**config.mk**
```make
export PLATFORM = sky130hd
export DESIGN_NAME = mac_seq_ctrl
export DESIGN_NICKNAME = d
export VERILOG_FILES = /design/src/rtl/mac_pkg.sv /design/src/rtl/mac_cfg_decode.sv /design/src/rtl/mac_seq_ctrl.sv
export SDC_FILE = /design/constraint.sdc
export NUM_CORES = 1
export LEC_CHECK = 0
export CORE_UTILIZATION = 53
export CTS_BUF_LIST = sky130_fd_sc_hd__clkbuf_2
export DETAILED_ROUTE_END_ITERATION = 8
export GPL_TIMING_DRIVEN = 0
export PLACE_DENSITY = 0.91
export SLEW_MARGIN = 40
export SYNTH_ARGS = -nofsm -noshare
export SYNTH_HDL_FRONTEND = slang
export SYNTH_SLANG_ARGS = --single-unit
```
**constraint.sdc**
```tcl
create_clock -name CLK -period 2.87 [get_ports CLK]
set_input_delay 0.861 -clock CLK [delete_from_list [all_inputs] [get_ports CLK]]
set_output_delay 0.861 -clock CLK [all_outputs]
set_load 0.01 [all_outputs]
```
**src/rtl/mac_pkg.sv**
```systemverilog
// rtl/mac_pkg.sv - shared state encoding, MNT field layout and sizing constants for the MAC sequencer
package mac_pkg;

  typedef enum logic [3:0] {
    IDLE = 4'd0,
    CFG  = 4'd1,
    RDI  = 4'd2,
    RDW  = 4'd3,
    LW   = 4'd4,
    COMP = 4'd5,
    WR   = 4'd6,
    ZW   = 4'd7,
    FIN  = 4'd8
  } state_e;

  localparam int M_LSB   = 8;
  localparam int N_LSB   = 4;
  localparam int T_LSB   = 0;
  localparam int FIELD_W = 4;
  localparam int MAX_DIM = 8;
  localparam int LANES   = 4;

  function automatic logic dim_ok(input logic [FIELD_W-1:0] v);
    return (v != '0) && (int'(v) <= MAX_DIM);
  endfunction

endpackage

```
**src/rtl/mac_cfg_decode.sv**
```systemverilog
// rtl/mac_cfg_decode.sv - latches M/N/T on an accepted start and answers legality, entry and lane-mask queries
module mac_cfg_decode
  import mac_pkg::*;
(
  input  logic               clk_i,
  input  logic               rst_i,
  input  logic               load_i,
  input  logic [11:0]        mnt_i,
  input  logic [3:0]         ev_addr_i,
  input  logic               mask_h_i,
  output logic               legal_o,
  output logic               entry_valid_o,
  output logic [LANES-1:0]   lane_mask_o,
  output logic [FIELD_W-1:0] n_o
);

  logic [FIELD_W-1:0] m_q, n_q, t_q;

  always_ff @(posedge clk_i) begin
    if (rst_i) begin
      m_q <= '0;
      n_q <= '0;
      t_q <= '0;
    end else if (load_i) begin
      m_q <= mnt_i[M_LSB +: FIELD_W];
      n_q <= mnt_i[N_LSB +: FIELD_W];
      t_q <= mnt_i[T_LSB +: FIELD_W];
    end
  end

  assign legal_o = dim_ok(m_q) && dim_ok(n_q) && dim_ok(t_q);

  // Entry (t,h) has work only if input row t exists and its first weight row 4h is in range.
  assign entry_valid_o = ({1'b0, ev_addr_i[3:1]} < t_q) &&
                         ({1'b0, ev_addr_i[0], 2'b00} < m_q);

  always_comb begin
    lane_mask_o = '0;
    for (int k = 0; k < LANES; k++) begin
      lane_mask_o[k] = (LANES * int'(mask_h_i) + k) < int'(m_q);
    end
  end

  assign n_o = n_q;

endmodule

```
**src/rtl/mac_seq_ctrl.sv**
```systemverilog
// rtl/mac_seq_ctrl.sv - sequencing FSM driving the input/weight/output SRAMs and the int8 dot-product datapath
module mac_seq_ctrl
  import mac_pkg::*;
#(
  parameter int AW_I   = 3,
  parameter int AW_O   = 4,
  parameter int DP_LAT = 2
) (
  input  logic            CLK,
  input  logic            RST,
  input  logic            START,
  input  logic [11:0]     MNT,
  output logic            EN_I,
  output logic [AW_I-1:0] ADDR_I,
  output logic            EN_W,
  output logic [AW_I-1:0] ADDR_W,
  output logic            EN_O,
  output logic            RW_O,
  output logic [AW_O-1:0] ADDR_O,
  output logic            I_LOAD,
  output logic            W_LOAD,
  output logic [1:0]      W_SEL,
  output logic            DP_GO,
  output logic [3:0]      LANE_MASK,
  output logic [3:0]      N_CFG,
  output logic            ZERO_O,
  output logic            BUSY,
  output logic            DONE,
  output logic            ERR
);

  localparam logic [1:0] COMP_LAST = 2'(DP_LAT - 1);

  state_e      state_q, state_d;
  logic [3:0]  addr_q, addr_d, addr_nxt;
  logic [1:0]  k_q, k_d;
  logic [1:0]  cnt_q, cnt_d;
  logic        start_q;
  logic        start_acc;
  logic        legal, entry_valid;
  logic [LANES-1:0] lane_mask;

  logic            en_i_q, en_i_d, en_w_q, en_w_d, en_o_q, en_o_d;
  logic [AW_I-1:0] addr_i_q, addr_i_d, addr_w_q, addr_w_d;
  logic [AW_O-1:0] addr_o_q, addr_o_d;
  logic            i_load_q, i_load_d, w_load_q, w_load_d, dp_go_q, dp_go_d;
  logic [1:0]      w_sel_q, w_sel_d;
  logic [3:0]      lane_mask_q, lane_mask_d;
  logic            zero_q, zero_d, busy_q, busy_d, done_q, done_d, err_q, err_d;

  assign start_acc = (state_q == IDLE) && START && !start_q;
  assign addr_nxt  = (state_q == CFG) ? 4'd0 : addr_q + 4'd1;

  mac_cfg_decode u_cfg (
    .clk_i         (CLK),
    .rst_i         (RST),
    .load_i        (start_acc),
    .mnt_i         (MNT),
    .ev_addr_i     (addr_nxt),
    .mask_h_i      (addr_q[0]),
    .legal_o       (legal),
    .entry_valid_o (entry_valid),
    .lane_mask_o   (lane_mask),
    .n_o           (N_CFG)
  );

  always_ff @(posedge CLK) begin
    if (RST) begin
      state_q <= IDLE;
      addr_q  <= '0;
      k_q     <= '0;
      cnt_q   <= '0;
      start_q <= 1'b0;
    end else begin
      state_q <= state_d;
      addr_q  <= addr_d;
      k_q     <= k_d;
      cnt_q   <= cnt_d;
      start_q <= START;
    end
  end

  always_comb begin
    state_d = state_q;
    addr_d  = addr_q;
    k_d     = k_q;
    cnt_d   = cnt_q;
    unique case (state_q)
      IDLE: if (start_acc) state_d = CFG;
      CFG: begin
        addr_d  = 4'd0;
        state_d = !legal ? FIN : (entry_valid ? RDI : ZW);
      end
      RDI: begin
        state_d = RDW;
        k_d     = 2'd0;
      end
      RDW: begin
        if (k_q == 2'd3) state_d = LW;
        else             k_d     = k_q + 2'd1;
      end
      LW: begin
        state_d = COMP;
        cnt_d   = 2'd0;
      end
      COMP: begin
        if (cnt_q == COMP_LAST) state_d = WR;
        else                    cnt_d   = cnt_q + 2'd1;
      end
      WR, ZW: begin
        if (addr_q == 4'd15) begin
          state_d = FIN;
        end else begin
          addr_d  = addr_nxt;
          state_d = entry_valid ? RDI : ZW;
        end
      end
      FIN:     state_d = IDLE;
      default: state_d = IDLE;
    endcase
  end

  // Outputs are decoded from the next state so every strobe leaves a flop in the cycle of its state.
  always_comb begin
    en_i_d      = (state_d == RDI);
    addr_i_d    = en_i_d ? AW_I'(addr_d[3:1]) : addr_i_q;
    en_w_d      = (state_d == RDW);
    addr_w_d    = en_w_d ? AW_I'({addr_d[0], k_d}) : addr_w_q;
    en_o_d      = (state_d == WR) || (state_d == ZW);
    addr_o_d    = en_o_d ? AW_O'(addr_d) : addr_o_q;
    i_load_d    = (state_d == RDW) && (k_d == 2'd0);
    w_load_d    = ((state_d == RDW) && (k_d != 2'd0)) || (state_d == LW);
    w_sel_d     = w_sel_q;
    if (state_d == LW)                        w_sel_d = 2'd3;
    else if (state_d == RDW && k_d != 2'd0)   w_sel_d = k_d - 2'd1;
    dp_go_d     = (state_d == COMP) && (cnt_d == 2'd0);
    lane_mask_d = (state_d == WR) ? lane_mask : 4'd0;
    zero_d      = (state_d == ZW);
    busy_d      = (state_d != IDLE);
    done_d      = (state_d == FIN);
    err_d       = err_q;
    if (state_d == CFG)                err_d = 1'b0;
    else if (state_d == FIN && !legal) err_d = 1'b1;
  end

  always_ff @(posedge CLK) begin
    if (RST) begin
      en_i_q <= 1'b0; addr_i_q <= '0; en_w_q <= 1'b0; addr_w_q <= '0;
      en_o_q <= 1'b0; addr_o_q <= '0; i_load_q <= 1'b0; w_load_q <= 1'b0;
      w_sel_q <= '0; dp_go_q <= 1'b0; lane_mask_q <= '0; zero_q <= 1'b0;
      busy_q <= 1'b0; done_q <= 1'b0; err_q <= 1'b0;
    end else begin
      en_i_q <= en_i_d; addr_i_q <= addr_i_d; en_w_q <= en_w_d; addr_w_q <= addr_w_d;
      en_o_q <= en_o_d; addr_o_q <= addr_o_d; i_load_q <= i_load_d; w_load_q <= w_load_d;
      w_sel_q <= w_sel_d; dp_go_q <= dp_go_d; lane_mask_q <= lane_mask_d; zero_q <= zero_d;
      busy_q <= busy_d; done_q <= done_d; err_q <= err_d;
    end
  end

  assign EN_I      = en_i_q;
  assign ADDR_I    = addr_i_q;
  assign EN_W      = en_w_q;
  assign ADDR_W    = addr_w_q;
  assign EN_O      = en_o_q;
  assign RW_O      = en_o_q;
  assign ADDR_O    = addr_o_q;
  assign I_LOAD    = i_load_q;
  assign W_LOAD    = w_load_q;
  assign W_SEL     = w_sel_q;
  assign DP_GO     = dp_go_q;
  assign LANE_MASK = lane_mask_q;
  assign ZERO_O    = zero_q;
  assign BUSY      = busy_q;
  assign DONE      = done_q;
  assign ERR       = err_q;

endmodule

```
==> results.toml, run 1 <==
[sta]
hold_violations = 0
setup_viol = 0
worst_slew_pin_slew_ns = 0.6228
period_needed_ns = 2.719
fin_crit_sh = 0.9476
final.setup.tns_ns = 0
clock.fmax_mhz = 367.7
fin_skew_ns = 0.02785
slew_headroom = 0.5848
slew_violations = 0

[global_routing]
grt_overflow = 0
grt_first_pass_wirelength_um = 8142
grt_util_all_layers = 0.2414
grt_start_max_net_pins = 15
grt_pass1_vias = 1865
grt_antenna_before_repair = 0

[cts]
htreeDepth = 2
ctsRootBufferMaster = "clkbuf_2"
clkLatencyLatePin_ns = 0.42
cts_tree = "done"
clock_sinks = 51
cts.clk_slew.worst_paths_ns = 0.24
ctsLongestPathBuffers = 2
cts_buffers = 5

[logic_synthesis]
syn_nets = 286
ys_types = 44
ys_async_sr_fraction = 0
synth_cells = 264
avgSynthCellArea_um2 = 8.498
yosysWarnings = 0
post-synth-top-area-cell = "dfxtp_1"
synth-seq-cells = 51
yosysMostFrequentCell = "dfxtp_1"
synthFlopType = "dfxtp_1"
netlist_top_cells_count = "dfxtp_1 (51), nand2_1 (41), a21oi_1 (29)"
yosysSeqAreaShare = 0.4551
synth_area_leaders = "dfxtp_1 (46%), nand2_1 (6.9%), a21oi_1 (6.5%)"
synth_edf_count = 0
syn_area_mm2 = 0.002243
yosysTopAreaCellShare = 0.4551

[pwr]
ir_drop_uv = 332.8
leakage_nw = 1.066
power_density_mw_per_mm2 = 422.5
totalPowerFinal_mw = 1.200

[critical_path]
worstPathMaxFanout = 10
arrival_ns = 3.06
worstSetupEndpointType = "flip-flop"
cpMostUsedCell = "nor2_1"
path_cells = "buf_2 > nor4b_4 > nor2_1 > ha_1 > or3b_2 > a21oi_1 > a211oi_2 > buf_4 > o21ai_4 > nor2_1 > a211oi_1"
critPathLaunchType = "flip-flop"
slowest_stage = "or3b_2"
cp_data_required_time_ns = 3.21
crit_path_max_incr_delay_ns = 0.43
critPathKind = "reg2reg"

[floorplanning]
die_w_um = 67.06
ios = 46
die_h_um = 67.06
die-area_mm2 = 0.004497
core_area_mm2 = 0.004029
row_count = 23
start_util = 0.5568

[run_status]
status = "finished clean"

[route]
routed_wl_um = 5071
drtIter0Drc = 179
routedWlPerCell_um = 13.71
avgViaCountPerCell = 5.627
drt-pass1-iter-count = 6
route.detailed.drc = 0
via_count = 2082
antenna_left = 0

[placement]
dp.final_hpwl_um = 3577
portBuffers = 44
place_congestion = 0.8824
placed_area_mm2 = 0.002746
place_inst = 358

[finish]
final_util = 0.7047
fin_cells = 370
final_area_mm2 = 0.002839
drive_gt1_frac = 0.09063
final_nets = 341
final.fill_count = 329
diodes = 0
area.growth.synth_to_final_pct = 26.55

[min_path]
hold_path_class = "reg2reg"

[job]
max-cap-violations = 0
==> report_power, final <==
| part | total, mW | internal (mW) | switching (mW) |
|---|---|---|---|
| clock network | 0.283 | 0.0664 | 0.216 |
| registers | 0.747 | 0.730 | 0.0169 |
| logic | 0.170 | 0.0797 | 0.0906 |
| total | 1.20 | 0.876 | 0.324 |
==> worst paths after layout <==
| check | start | end | slack (ns) | cells past startpoint |
|---|---|---|---|---|
| worst max-delay path | state_q[2] | ADDR_O[0] | 0.15 | 11 |
| worst min-delay path | u_cfg.t_q[1] | u_cfg.t_q[1] | 0.50 | 2 |
| worst max register to register | state_q[2] | ADDR_O[0] | 0.15 | 11 |
| worst min register to register | u_cfg.t_q[1] | u_cfg.t_q[1] | 0.50 | 2 |
==> state kept, by name, indices dropped and copies added, names as in the netlist, 2 cells and up <==
name and flops:
ADDR_I 3, ADDR_O 4, ADDR_W 3, LANE_MASK 4
W_SEL 2, addr_q 4, cnt_q 2, k_q 2
state_q 4, u_cfg.m_q 4, u_cfg.n_o 4, u_cfg.t_q 4
==> cells by family after synthesis <==
| family | synth area share |
|---|---|
| compound gates | 0.1969 |
| xor+xnor | 0.01171 |
| fa+ha+maj | 0.03904 |
| buf+inv | 0.05075 |
| flops | 0.4551 |
| mux | 0.008924 |
| simple gates | 0.2376 |
==> stage by stage <==
stage | hold slack (ns) | worst slack [ns]
2_1_floorplan | 0.4490 | 0.2259
4_1_cts | 0.4909 | 0.1142
3_3_place_gp | 0.4603 | -0.1745
3_5_place_dp | 0.4665 | -0.2569
5_1_grt | 0.5306 | -0.05583
6_report | 0.4966 | 0.1505
==> layout by cell type, fill, tap and decap left out, types with 5 or more instances in the layout <==
| master | netlist | layout |
|---|---|---|
| nand2_1 | 41 | 41 |
| buf_4 | 2 | 6 |
| nor2_1 | 27 | 27 |
| a211oi_1 | 8 | 8 |
| a21oi_1 | 29 | 28 |
| dfxtp_1 | 51 | 50 |
| clkbuf_1 | 8 | 8 |
| ha_1 | 7 | 7 |
| clkdlybuf4s50_1 | 0 | 44 |
| o21ai_0 | 6 | 6 |
| clkbuf_2 | 0 | 7 |
| nor3b_1 | 7 | 7 |
| inv_1 | 13 | 13 |
| o21a_1 | 5 | 5 |
==> worst max-delay path, delay by kind of cell (launching register included) <==
family,cells,cell delay [ns]
flip-flops,1,0.35
adder cells (fa/ha/maj),1,0.28
AO/OA/AOI/OAI,4,0.80
buffers and inverters,2,0.32
AND/OR/NAND/NOR,4,0.89
==> cell type report <==
| type | instances | area (um2) | share of cell area |
|---|---|---|---|
| sequential | 51 | 1022 | 0.3601 |
| timing repair buffer | 49 | 478.0 | 0.1684 |
| clock inverter | 1 | 5.005 | 0.001763 |
| buffer | 13 | 63.81 | 0.02248 |
| inverter | 13 | 48.80 | 0.01719 |
| tap | 50 | 62.56 | 0.02204 |
| clock buffer | 7 | 35.03 | 0.01234 |
| multi-input combinational | 186 | 1124 | 0.3958 |
==> timing repair <==
action,4_1_cts,5_1_grt
resized for setup,1,4
buffers inserted,3,2
endpoints found under the setup margin,9,5
hold buffers,0,0
pin swaps,1,3
gates cloned,0,0
==> per-layer routing <==
metal	track usage	up-vias	routed length, um
met5	0	-	0
met4	0.07979	0	97
met3	0.05479	17	332
met2	0.4163	88	2433
met1	0.2908	956	2208
li1	-	1021	-
Note: power is estimated with default switching activity, not from simulation.
==> inputs of run 2 (changes only) <==
Settings changed: CTS_CLUSTER_SIZE from default to 14, MAX_ROUTING_LAYER from default to met4.
==> results.toml, run 2 (synthesis gave the netlist of run 1 again) <==
[run_status]
status = "finished clean"

[sta]
fin_crit_sh = 0.9453
setup_viol = 0
slew_headroom = 0.5808
hold_violations = 0
fin_skew_ns = 0.02329
worst_slew_pin_slew_ns = 0.6288
slew_violations = 0
period_needed_ns = 2.713
clock.fmax_mhz = 368.6

[global_routing]
grt_pass1_vias = 1869
grt_util_all_layers = 0.2456
grt_overflow = 0
grt_first_pass_wirelength_um = 8128
grt_start_max_net_pins = 15
grt_antenna_before_repair = 0

[critical_path]
critPathLaunchType = "flip-flop"
arrival_ns = 3.09
path_cells = "buf_2 > nor4b_4 > buf_4 > nor2_1 > ha_1 > a21oi_2 > nor2_1 > a211oi_2 > nand2b_1 > buf_6 > a2111oi_4 > o21a_1"
worstPathMaxFanout = 10
crit_path_max_incr_delay_ns = 0.42
slowest_stage = "a2111oi_4"
worstSetupEndpointType = "flip-flop"
critPathKind = "reg2reg"
cpMostUsedCell = "nor2_1"
cp_data_required_time_ns = 3.25

[route]
routed_wl_um = 5040
route.detailed.drc = 0
drtIter0Drc = 121
routedWlPerCell_um = 13.62
avgViaCountPerCell = 5.624
via_count = 2081
drt-pass1-iter-count = 7
antenna_left = 0

[floorplanning]
die_h_um = 67.06
core_area_mm2 = 0.004029
ios = 46
die_w_um = 67.06
row_count = 23
die-area_mm2 = 0.004497
start_util = 0.5568

[pwr]
p_int_mw = 0.8759
totalPowerFinal_mw = 1.196
power_density_mw_per_mm2 = 421.3
sw_frac_of_total = 0.2676
ir_drop_uv = 334.1
leakage_nw = 1.066
pwr-share-comb = 0.142
p_sw_mw = 0.3201
clockPowerShare = 0.234
power_frac_seq = 0.624

[placement]
place_inst = 358
place_congestion = 0.8970
portBuffers = 44
placed_area_mm2 = 0.002746
dp.final_hpwl_um = 3577

[cts]
cts.clk_slew.worst_paths_ns = 0.23
clock_sinks = 51
ctsRootBufferMaster = "clkbuf_2"
cts_tree = "done"
cts_buffers = 5
htreeDepth = 2
clkLatencyLatePin_ns = 0.42
hold_buffers = 0
ctsLongestPathBuffers = 2

[finish]
final_nets = 341
drive_gt1_frac = 0.09063
layout_common_cells = "dfxtp_1 (50), clkdlybuf4s50_1 (44), nand2_1 (41)"
fin_cells = 370
area.growth.synth_to_final_pct = 26.55
final_area_mm2 = 0.002839
final_common_cell = "dfxtp_1"
final_util = 0.7047
diodes = 0

[job]
max-cap-violations = 0

[min_path]
hold_path_class = "reg2reg"
-- run 2: what timing repair did --
item | in CTS | in global routing
setup buffers | 3 | 2
pin swaps | 1 | 3
endpoints found under the setup margin | 9 | 5
resized for setup | 1 | 4
-- run 2: power groups by stage --
stage                     sequential (mW)  combinational, mW  clock, mW
after floorplan                     0.759             0.0955          0
after global placement              0.757              0.154          0
after detailed placement            0.758              0.159          0
after CTS                           0.744              0.165      0.283
after global routing                0.750              0.185      0.306
final                               0.747              0.170      0.279
-- run 2: final cells by class --
type                            count  area, um2
Timing Repair Buffer               49      478.0
Multi-Input combinational cell    186       1124
Clock inverter                      1      5.005
Inverter                           13      48.80
Tap cell                           50      62.56
Buffer                             13      63.81
Clock buffer                        7      35.03
Sequential cell                    51       1022
Fill cell                         329       1190
-- run 2: metal layers --
layer / wire length [um] / global-route usage / vias to the layer above
li1: - / - / 1025
met1: 2195 / 0.2918 / 970
met2: 2450 / 0.4163 / 72
met3: 309 / 0.04281 / 14
met4: 85 / 0.07979 / 0
met5: 0 / - / -
-- run 2: stage by stage --
stage / worst slack [ns] / TNS [ns] / hold slack, ns
floorplan: 0.2259 / 0 / 0.4490
global placement: -0.1745 / -0.6940 / 0.4603
detailed placement: -0.2569 / -1.215 / 0.4665
CTS: 0.1142 / 0 / 0.4909
global route: -0.05535 / -0.1495 / 0.5306
finish: 0.1570 / 0 / 0.4982
-- run 2: worst paths after layout --
kind,start,endpoint,slack (ns),cells after the start
worst min register to register,u_cfg.t_q[1],u_cfg.t_q[1],0.50,2
worst max register to register,state_q[2],LANE_MASK[2],0.16,12
worst min-delay path,u_cfg.t_q[1],u_cfg.t_q[1],0.50,2
worst max-delay path,state_q[2],LANE_MASK[2],0.16,12
-- run 2: critical path: cells and delay by family (launching register included) --
kind | cells | cell delay (ns)
adders and majority gates | 1 | 0.30
buffers and inverters | 3 | 0.51
DFF | 1 | 0.35
and+or+nand+nor | 4 | 0.50
AOI/OAI and AO/OA | 4 | 1.00
